===== src/rtl/stream_mux_n_pkg.sv =====
// Shared constants and helpers for the stream_mux_n multiplexer and its round-robin picker.
package stream_mux_n_pkg;

  localparam int DEF_NUM_IN = 4;
  localparam int DEF_DATA_W = 8;

  localparam logic MODE_SEL = 1'b0;
  localparam logic MODE_RR  = 1'b1;

  // Index width for n items; never below 1 so a port always has a bit.
  function automatic int clog2(input int n);
    int w;
    w = 1;
    while ((1 << w) < n) w++;
    return w;
  endfunction

endpackage


===== src/rtl/stream_mux_n_rr_pick.sv =====
// Combinational round-robin picker: rotate valids by ptr, take the lowest set bit, rotate back.
module stream_mux_n_rr_pick
  import stream_mux_n_pkg::*;
#(
  parameter int NUM_IN = DEF_NUM_IN,
  parameter int SEL_W  = clog2(NUM_IN)
) (
  input  logic [NUM_IN-1:0] valid,
  input  logic [SEL_W-1:0]  ptr,
  output logic [SEL_W-1:0]  chosen,
  output logic              any_valid
);

  logic [NUM_IN-1:0] rot;
  int                idx;
  int                off;
  int                sum;

  always_comb begin
    rot = '0;
    idx = 0;
    off = 0;
    sum = 0;
    for (int j = 0; j < NUM_IN; j++) begin
      idx = int'(ptr) + j;
      if (idx >= NUM_IN) idx = idx - NUM_IN;
      rot[j] = valid[SEL_W'(idx)];
    end
    for (int j = NUM_IN - 1; j >= 0; j--) begin
      if (rot[j]) off = j;
    end
    any_valid = |rot;
    sum = int'(ptr) + off;
    if (sum >= NUM_IN) sum = sum - NUM_IN;
    chosen = SEL_W'(sum);
  end

endmodule


===== src/rtl/stream_mux_n.sv =====
// N-input valid/ready stream multiplexer with explicit-select or round-robin choice and a registered output beat.
module stream_mux_n
  import stream_mux_n_pkg::*;
#(
  parameter int NUM_IN = DEF_NUM_IN,
  parameter int DATA_W = DEF_DATA_W,
  parameter int SEL_W  = clog2(NUM_IN)
) (
  input  logic                     clk,
  input  logic                     rst_n,
  input  logic                     mode,
  input  logic [SEL_W-1:0]         sel,
  input  logic [NUM_IN*DATA_W-1:0] in_data,
  input  logic [NUM_IN-1:0]        in_valid,
  output logic [NUM_IN-1:0]        in_ready,
  output logic [DATA_W-1:0]        out_data,
  output logic [SEL_W-1:0]         out_src,
  output logic                     out_valid,
  input  logic                     out_ready
);

  logic [SEL_W-1:0]  ptr;
  logic [SEL_W-1:0]  rr_chosen;
  logic              rr_any;
  logic [SEL_W-1:0]  chosen_p0;
  logic              grant_ok;
  logic              load_en;
  logic              xfer_p0;
  logic [DATA_W-1:0] data_p0;
  logic [DATA_W-1:0] data_p1;
  logic [SEL_W-1:0]  src_p1;
  logic              vld_p1;

  stream_mux_n_rr_pick #(
    .NUM_IN (NUM_IN),
    .SEL_W  (SEL_W)
  ) u_rr_pick (
    .valid     (in_valid),
    .ptr       (ptr),
    .chosen    (rr_chosen),
    .any_valid (rr_any)
  );

  assign load_en = !vld_p1 || out_ready;

  // Stage p0: choose a channel and form the handshake
  always_comb begin
    if (mode == MODE_RR) begin
      chosen_p0 = rr_chosen;
      grant_ok  = rr_any;
    end else begin
      chosen_p0 = sel;
      grant_ok  = (int'(sel) < NUM_IN);
    end
    in_ready = '0;
    data_p0  = '0;
    for (int i = 0; i < NUM_IN; i++) begin
      in_ready[i] = load_en && grant_ok && (SEL_W'(i) == chosen_p0);
      if (SEL_W'(i) == chosen_p0) data_p0 = in_data[i*DATA_W +: DATA_W];
    end
    xfer_p0 = |(in_valid & in_ready);
  end

  // Stage p1: the single output beat and the round-robin pointer
  always_ff @(posedge clk or negedge rst_n) begin
    if (!rst_n) begin
      vld_p1  <= 1'b0;
      data_p1 <= '0;
      src_p1  <= '0;
      ptr     <= '0;
    end else begin
      if (load_en) begin
        vld_p1 <= xfer_p0;
        if (xfer_p0) begin
          data_p1 <= data_p0;
          src_p1  <= chosen_p0;
        end
      end
      if (xfer_p0 && mode == MODE_RR) begin
        ptr <= (chosen_p0 == SEL_W'(NUM_IN - 1)) ? '0 : chosen_p0 + 1'b1;
      end
    end
  end

  assign out_data  = data_p1;
  assign out_src   = src_p1;
  assign out_valid = vld_p1;

endmodule


===== config.mk =====
export PLATFORM = sky130hd
export DESIGN_NAME = stream_mux_n
export DESIGN_NICKNAME = d
export VERILOG_FILES = /design/src/rtl/stream_mux_n_pkg.sv /design/src/rtl/stream_mux_n_rr_pick.sv /design/src/rtl/stream_mux_n.sv
export SDC_FILE = /design/constraint.sdc
export NUM_CORES = 1
export LEC_CHECK = 0
export CELL_PAD_IN_SITES_DETAIL_PLACEMENT = 0
export CELL_PAD_IN_SITES_GLOBAL_PLACEMENT = 1
export CORE_MARGIN = 1.5
export CORE_UTILIZATION = 43
export DETAILED_ROUTE_END_ITERATION = 10
export DONT_BUFFER_PORTS = 1
export HOLD_SLACK_MARGIN = 0.1
export MAX_ROUTING_LAYER = met4
export PLACE_DENSITY_LB_ADDON = 0.1
export SETUP_SLACK_MARGIN = 0.1
export SLEW_MARGIN = 20
export SYNTH_ARGS = -nofsm -noshare
export SYNTH_HDL_FRONTEND = slang
export SYNTH_HIERARCHICAL = 1
export SYNTH_SLANG_ARGS = --single-unit

===== constraint.sdc =====
create_clock -name clk -period 3.6 [get_ports clk]
set_input_delay 0.72 -clock clk [delete_from_list [all_inputs] [get_ports clk]]
set_output_delay 0.72 -clock clk [all_outputs]
set_load 0.01 [all_outputs]

==> results of run 1 <==
logic make-up after synthesis:
group	Yosys count	share of synthesized area, %
flops	13	33.0
mux	5	6.60
xor+xnor	2	1.78
buf+inv	10	4.82
fa+ha+maj	5	6.35
simple gates	25	13.2
compound gates	46	34.3
state kept, by name, summed over array words and instances (netlist names):
register,cells
ptr,2
out_src,2
out_valid,1
out_data,8
through the flow:
stage / worst slack [ns] / utilization (%) / instances / cell area [µm²]
after floorplan: 0.444 / - / 106 / 986
after global placement: 0.336 / 47.2 / 134 / 1030
after detailed placement: 0.329 / 47.2 / 134 / 1030
after CTS: 0.412 / 48.4 / 138 / 1060
after global routing: 0.153 / 48.4 / 138 / 1060
final: 0.408 / 48.4 / 138 / 1060
cell usage after synthesis (2+ instances only):
cell type,n
mux2i_1,2
xnor2_1,2
nor2_1,5
and2_1,4
nand2b_1,2
o22ai_1,9
buf_2,4
mux2_4,3
nand2_1,7
a21oi_1,2
a22o_1,2
a22oi_1,8
a211oi_1,8
nor2b_1,3
ha_1,5
dfrtp_1,13
a21o_1,8
o21a_1,2
o21ai_0,2
inv_1,4
layout make-up:
cell class	instances	area, µm²
timing repair buffer	6	45.0
multi-input combinational	83	613
tap	28	35.0
fill	224	1130
clock buffer	4	26.3
inverter	4	15.0
sequential	13	325
placed cells by master (no fill, tap or decap), types with 2 or more instances in the layout:
master    instances
clkbuf_4          3
nor2_1            5
and2_1            4
mux2_4            3
mux2i_1           2
ha_1              5
nand2b_1          2
inv_1             4
o22ai_1           9
a211oi_1          8
o21ai_0           2
a22o_1            2
a21oi_1           2
dfrtp_1          13
xnor2_1           2
buf_4             6
a22oi_1           8
nor2b_1           3
o21a_1            2
nand2_1           7
a21o_1            8
power by group through the flow:
| stage | clock network, mW | registers (mW) | logic (mW) |
|---|---|---|---|
| floorplan | 0 | 0.292 | 0.548 |
| global placement | 0 | 0.316 | 0.660 |
| detailed placement | 0 | 0.318 | 0.674 |
| CTS | 0.0876 | 0.314 | 0.677 |
| global route | 0.0967 | 0.326 | 0.754 |
| finish | 0.0835 | 0.313 | 0.670 |
worst paths after layout:
path / cells past startpoint / start / to / slack (ns)
min: 0 / rst_n / out_data[3]$_DFFE_PN0P_ / 0.14
min in group clk: 2 / out_src[0]$_DFFE_PN0P_ / out_src[0]$_DFFE_PN0P_ / 0.54
max reg2reg: 15 / ptr[1]$_DFFE_PN0P_ / out_data[3]$_DFFE_PN0P_ / 0.57
max in group asynchronous: 0 / rst_n / ptr[1]$_DFFE_PN0P_ / 3.39
max: 11 / ptr[1]$_DFFE_PN0P_ / in_ready[0] / 0.41
min reg2reg: 2 / out_src[0]$_DFFE_PN0P_ / out_src[0]$_DFFE_PN0P_ / 0.54
routing by layer:
| layer | vias up | GRT usage (%) | routed length, µm |
|---|---|---|---|
| li1 | 409 | - | - |
| met5 | - | - | 0 |
| met1 | 399 | 27.0 | 1110 |
| met4 | 0 | 5.41 | 0 |
| met3 | 0 | 2.63 | 146 |
| met2 | 40 | 24.6 | 946 |
==> impl_metrics.tcl, run 1 <==
set metrics [dict create \
    status "complete, no violations" \
    drt_iter0_drc 23 \
    crit_chain "nand2_1 -> a21oi_1 -> o2bb2ai_1 -> o21a_1 -> ha_1 -> xnor2_1 -> xnor2_1 -> mux2i_1 -> buf_4 -> ha_1 -> and2_1" \
    grt_pass1_wl_um 3400 \
    htree_num_levels 1 \
    grt_pass1_vias 724 \
    cts_resized 0 \
    p_leak_nw 0.489 \
    dp_hpwl_um 1850 \
    power.switching_mw 0.479 \
    end_kind "output pin" \
    path_class "reg2out" \
    cp.required_ns 2.88 \
    ir_drop_mv 0.505 \
    yosys_warnings 6 \
    max_stage_delay_ns 0.50 \
    first_pass_iters 5 \
    syn_to_final_growth_pct 7.49 \
    clock_skew_ns 0.00155 \
    synth_edf_count 0 \
    io_pins 57 \
    yosysUniqueCellTypes 31 \
    power_frac_comb_pct 62.8 \
    total_power_mw 1.07 \
    clock.fmax_mhz 313 \
    ys_ff_latch 13 \
    ctsHoldBuffers 0 \
    hp-class "in2async" \
    num_antenna_cells 0 \
    coreArea_um2 2190 \
    std_cell_rows 17 \
    setup_tns_ns 0 \
    worst_slew_pin_slew_ns 0.464 \
    drv_cap 0 \
    rsz0062_at_grt "false" \
    die_w_um 50.9 \
    cts_made_buffers 3 \
    worst_setup_path_start_kind "flip-flop" \
    vias 848 \
    die_h_um 50.9 \
    period_share_pct 88.7 \
    finalMaxSlewViolations 0 \
    grt_max_degree 14 \
    slowest_stage "dfrtp_1" \
    drc 0 \
    cts_setup_buffers 0 \
    setup_violations 0 \
    synthCells 106 \
    p_seq_share_pct 29.4 \
    fin_crit_ns 3.19 \
    layout.nets 158 \
    clkPwrFrac_pct 7.8 \
    crit_arrival_ns 2.47 \
    crit_path_max_fanout 8 \
    grt.total_usage_pct 17.9 \
    holdWs_ns 0.145 \
    async_flop_share_pct 100 \
    clock_path_buffers 2 \
    synth_nets 153 \
    swShare_pct 44.9 \
    postSynthAreaPerCell_um2 9.30 \
    die_area_um2 2590 \
    synth_top_area_share_pct 33.0 \
    critPathTopFamily "flip-flops" \
    synth-main-ff-cell "dfrtp_1" \
    yosysTopAreaCell "dfrtp_1" \
    netlist_area_um2 986 \
    powerDensity_nw_per_um2 1010 \
    layout-drive-gt1-share_pct 13.6 \
    start_util_pct 45.0 \
    ys_seq_area_share_pct 33.0 \
    critPathBufInv 1 \
    antenna_left 0 \
    synth_top_cells_by_area "dfrtp_1, ha_1, a211oi_1" \
    clk_latency_ns 0.26 \
    wire_per_inst_um 16.0 \
    vias_per_cell 6.14 \
    grt_overflow 0 \
    p_int_mw 0.588 \
    routabilityCongestion 0.676 \
    cts_tree "yes" \
    hold_viol_final 0 \
    antenna_found_initial 0 \
    numPortBuffers 0 \
    clk_pin_slew_worst_paths_ns 0.07 \
    cts.sinks 13 \
    relSlewSlack_pct 69.0 \
    finalWirelength_um 2200 \
    root_buffer "clkbuf_4" \
]
No activity file was read; power rests on OpenSTA's default activity.
==> run 2, diff against run 1 <==
CORE_UTILIZATION = 30   (was 43)
SLEW_MARGIN = unset   (was 20)
==> impl_metrics.tcl, run 2 (synthesized netlist as in run 1, its figures left out) <==
set metrics [dict create \
    path_class "reg2out" \
    end_kind "output pin" \
    die_area_um2 3640 \
    die_w_um 60.3 \
    wire_per_inst_um 15.7 \
    std_cell_rows 20 \
    layout.nets 161 \
    grtUsageMet1_pct 15.3 \
    mostFrequentLayoutCells "dfrtp_1, o22ai_1, buf_4" \
    drc 0 \
    finalWirelength_um 2460 \
    antenna_left 0 \
    slowest_stage "dfrtp_1" \
    clk_latency_ns 0.27 \
    ir_drop_mv 0.467 \
    routabilityCongestion 0.784 \
    cts_resized 0 \
    r2r_end "ptr[0]$_DFFE_PN0P_" \
    crit_chain "nand2_1 -> a21oi_1 -> o2bb2ai_1 -> o21a_1 -> ha_1 -> xnor2_1 -> xnor2_1 -> mux2i_1 -> inv_1 -> ha_1 -> buf_4 -> and2_1" \
    relSlewSlack_pct 79.4 \
    fin_crit_ns 3.22 \
    cts_made_buffers 3 \
    syn_to_final_growth_pct 11.8 \
    grt_pass1_vias 865 \
    cp.required_ns 2.88 \
    cts.sinks 13 \
    num_antenna_cells 0 \
    rsz0062_at_grt "false" \
    period_share_pct 89.4 \
    setup_violations 0 \
    hold_viol_final 0 \
    hp-class "in2async" \
    grt_busiest_layer "met2" \
    vias_per_cell 5.34 \
    numPortBuffers 0 \
    setup_tns_ns 0 \
    grt_max_degree 14 \
    crit_path_max_fanout 8 \
    worst_setup_path_start_kind "flip-flop" \
    start_util_pct 32.0 \
    r2r_cells 14 \
    layout_commonest_cell "dfrtp_1" \
    grt.total_usage_pct 14.9 \
    cts_setup_buffers 0 \
    io_pins 57 \
    vias 839 \
    root_buffer "clkbuf_4" \
    grt_overflow 0 \
    holdWs_ns 0.134 \
    clock_skew_ns 0.000908 \
    cts_tree "yes" \
    largest_reg_flops 8 \
    clock_path_buffers 2 \
    max_stage_delay_ns 0.50 \
    drt_iter0_drc 26 \
    p_leak_nw 0.504 \
    grt_pass1_wl_um 3830 \
    critPathTopFamily "flip-flops" \
    finalMaxSlewViolations 0 \
    drv_cap 0 \
    clock.fmax_mhz 311 \
    powerDensity_nw_per_um2 1010 \
    coreArea_um2 3080 \
    worst_slew_pin_slew_ns 0.308 \
    ctsHoldBuffers 0 \
    r2r_start "ptr[1]$_DFFE_PN0P_" \
    first_pass_iters 4 \
    antenna_found_initial 0 \
    total_power_mw 1.11 \
    die_h_um 60.3 \
    r2r_slack_ns 0.57 \
    status "complete, no violations" \
    use_met3_pct 5.19 \
    met2_usage_pct 27.6 \
    critPathBufInv 2 \
    layout-drive-gt1-share_pct 15.9 \
    crit_arrival_ns 2.50 \
    clk_pin_slew_worst_paths_ns 0.08 \
    dp_hpwl_um 2070 \
    htree_num_levels 1 \
]
run 2: area by class of cell:
| cell class | count | area, µm² |
|---|---|---|
| clock buffers | 4 | 26.3 |
| fillers | 324 | 1980 |
| inverters | 4 | 15.0 |
| multi-input cells | 83 | 613 |
| flip-flops and latches | 13 | 325 |
| well taps | 44 | 55.1 |
| repair buffers | 9 | 67.6 |
run 2: worst reg2reg max path, cell delays in order, from the launching register on:
cell       delay, ns
dfrtp_1         0.50
nand2_1         0.09
a21oi_1         0.14
o2bb2ai_1       0.09
o21a_1          0.17
ha_1            0.18
xnor2_1         0.13
xnor2_1         0.13
mux2i_1         0.20
inv_1           0.09
ha_1            0.22
a22o_1          0.23
o221ai_2        0.26
or2_4           0.20
mux2_4          0.29
run 2: stage by stage:
step / instance area, µm² / util (%) / cells / setup WS [ns]
2_1_floorplan: 986 / - / 106 / 0.444
3_3_place_gp: 1080 / 35.0 / 153 / 0.329
3_5_place_dp: 1080 / 35.0 / 153 / 0.269
4_1_cts: 1100 / 35.8 / 157 / 0.341
5_1_grt: 1100 / 35.8 / 157 / 0.203
6_report: 1100 / 35.8 / 157 / 0.383
run 2: worst max path at each step:
stage | from | cells past startpoint | slack [ns] | to
floorplan | in_valid[0] | 14 | 0.44 | ptr[0]$_DFFE_PN0P_
global placement | in_valid[3] | 14 | 0.33 | ptr[1]$_DFFE_PN0P_
detailed placement | in_valid[0] | 14 | 0.27 | ptr[0]$_DFFE_PN0P_
CTS | ptr[1]$_DFFE_PN0P_ | 12 | 0.34 | in_ready[3]
global route | in_valid[0] | 12 | 0.20 | in_ready[3]
finish | ptr[1]$_DFFE_PN0P_ | 12 | 0.38 | in_ready[3]
run 2: power breakdown:
group	switching (mW)	internal (mW)
Combinational	0.355	0.350
Clock	0.0457	0.0429
Sequential	0.0936	0.222
run 2: layer usage:
layer	vias to the layer above	share of wire (%)
li1	414	-
met1	388	38
met2	35	55
met3	2	6.5
met4	0	0.57
met5	-	0
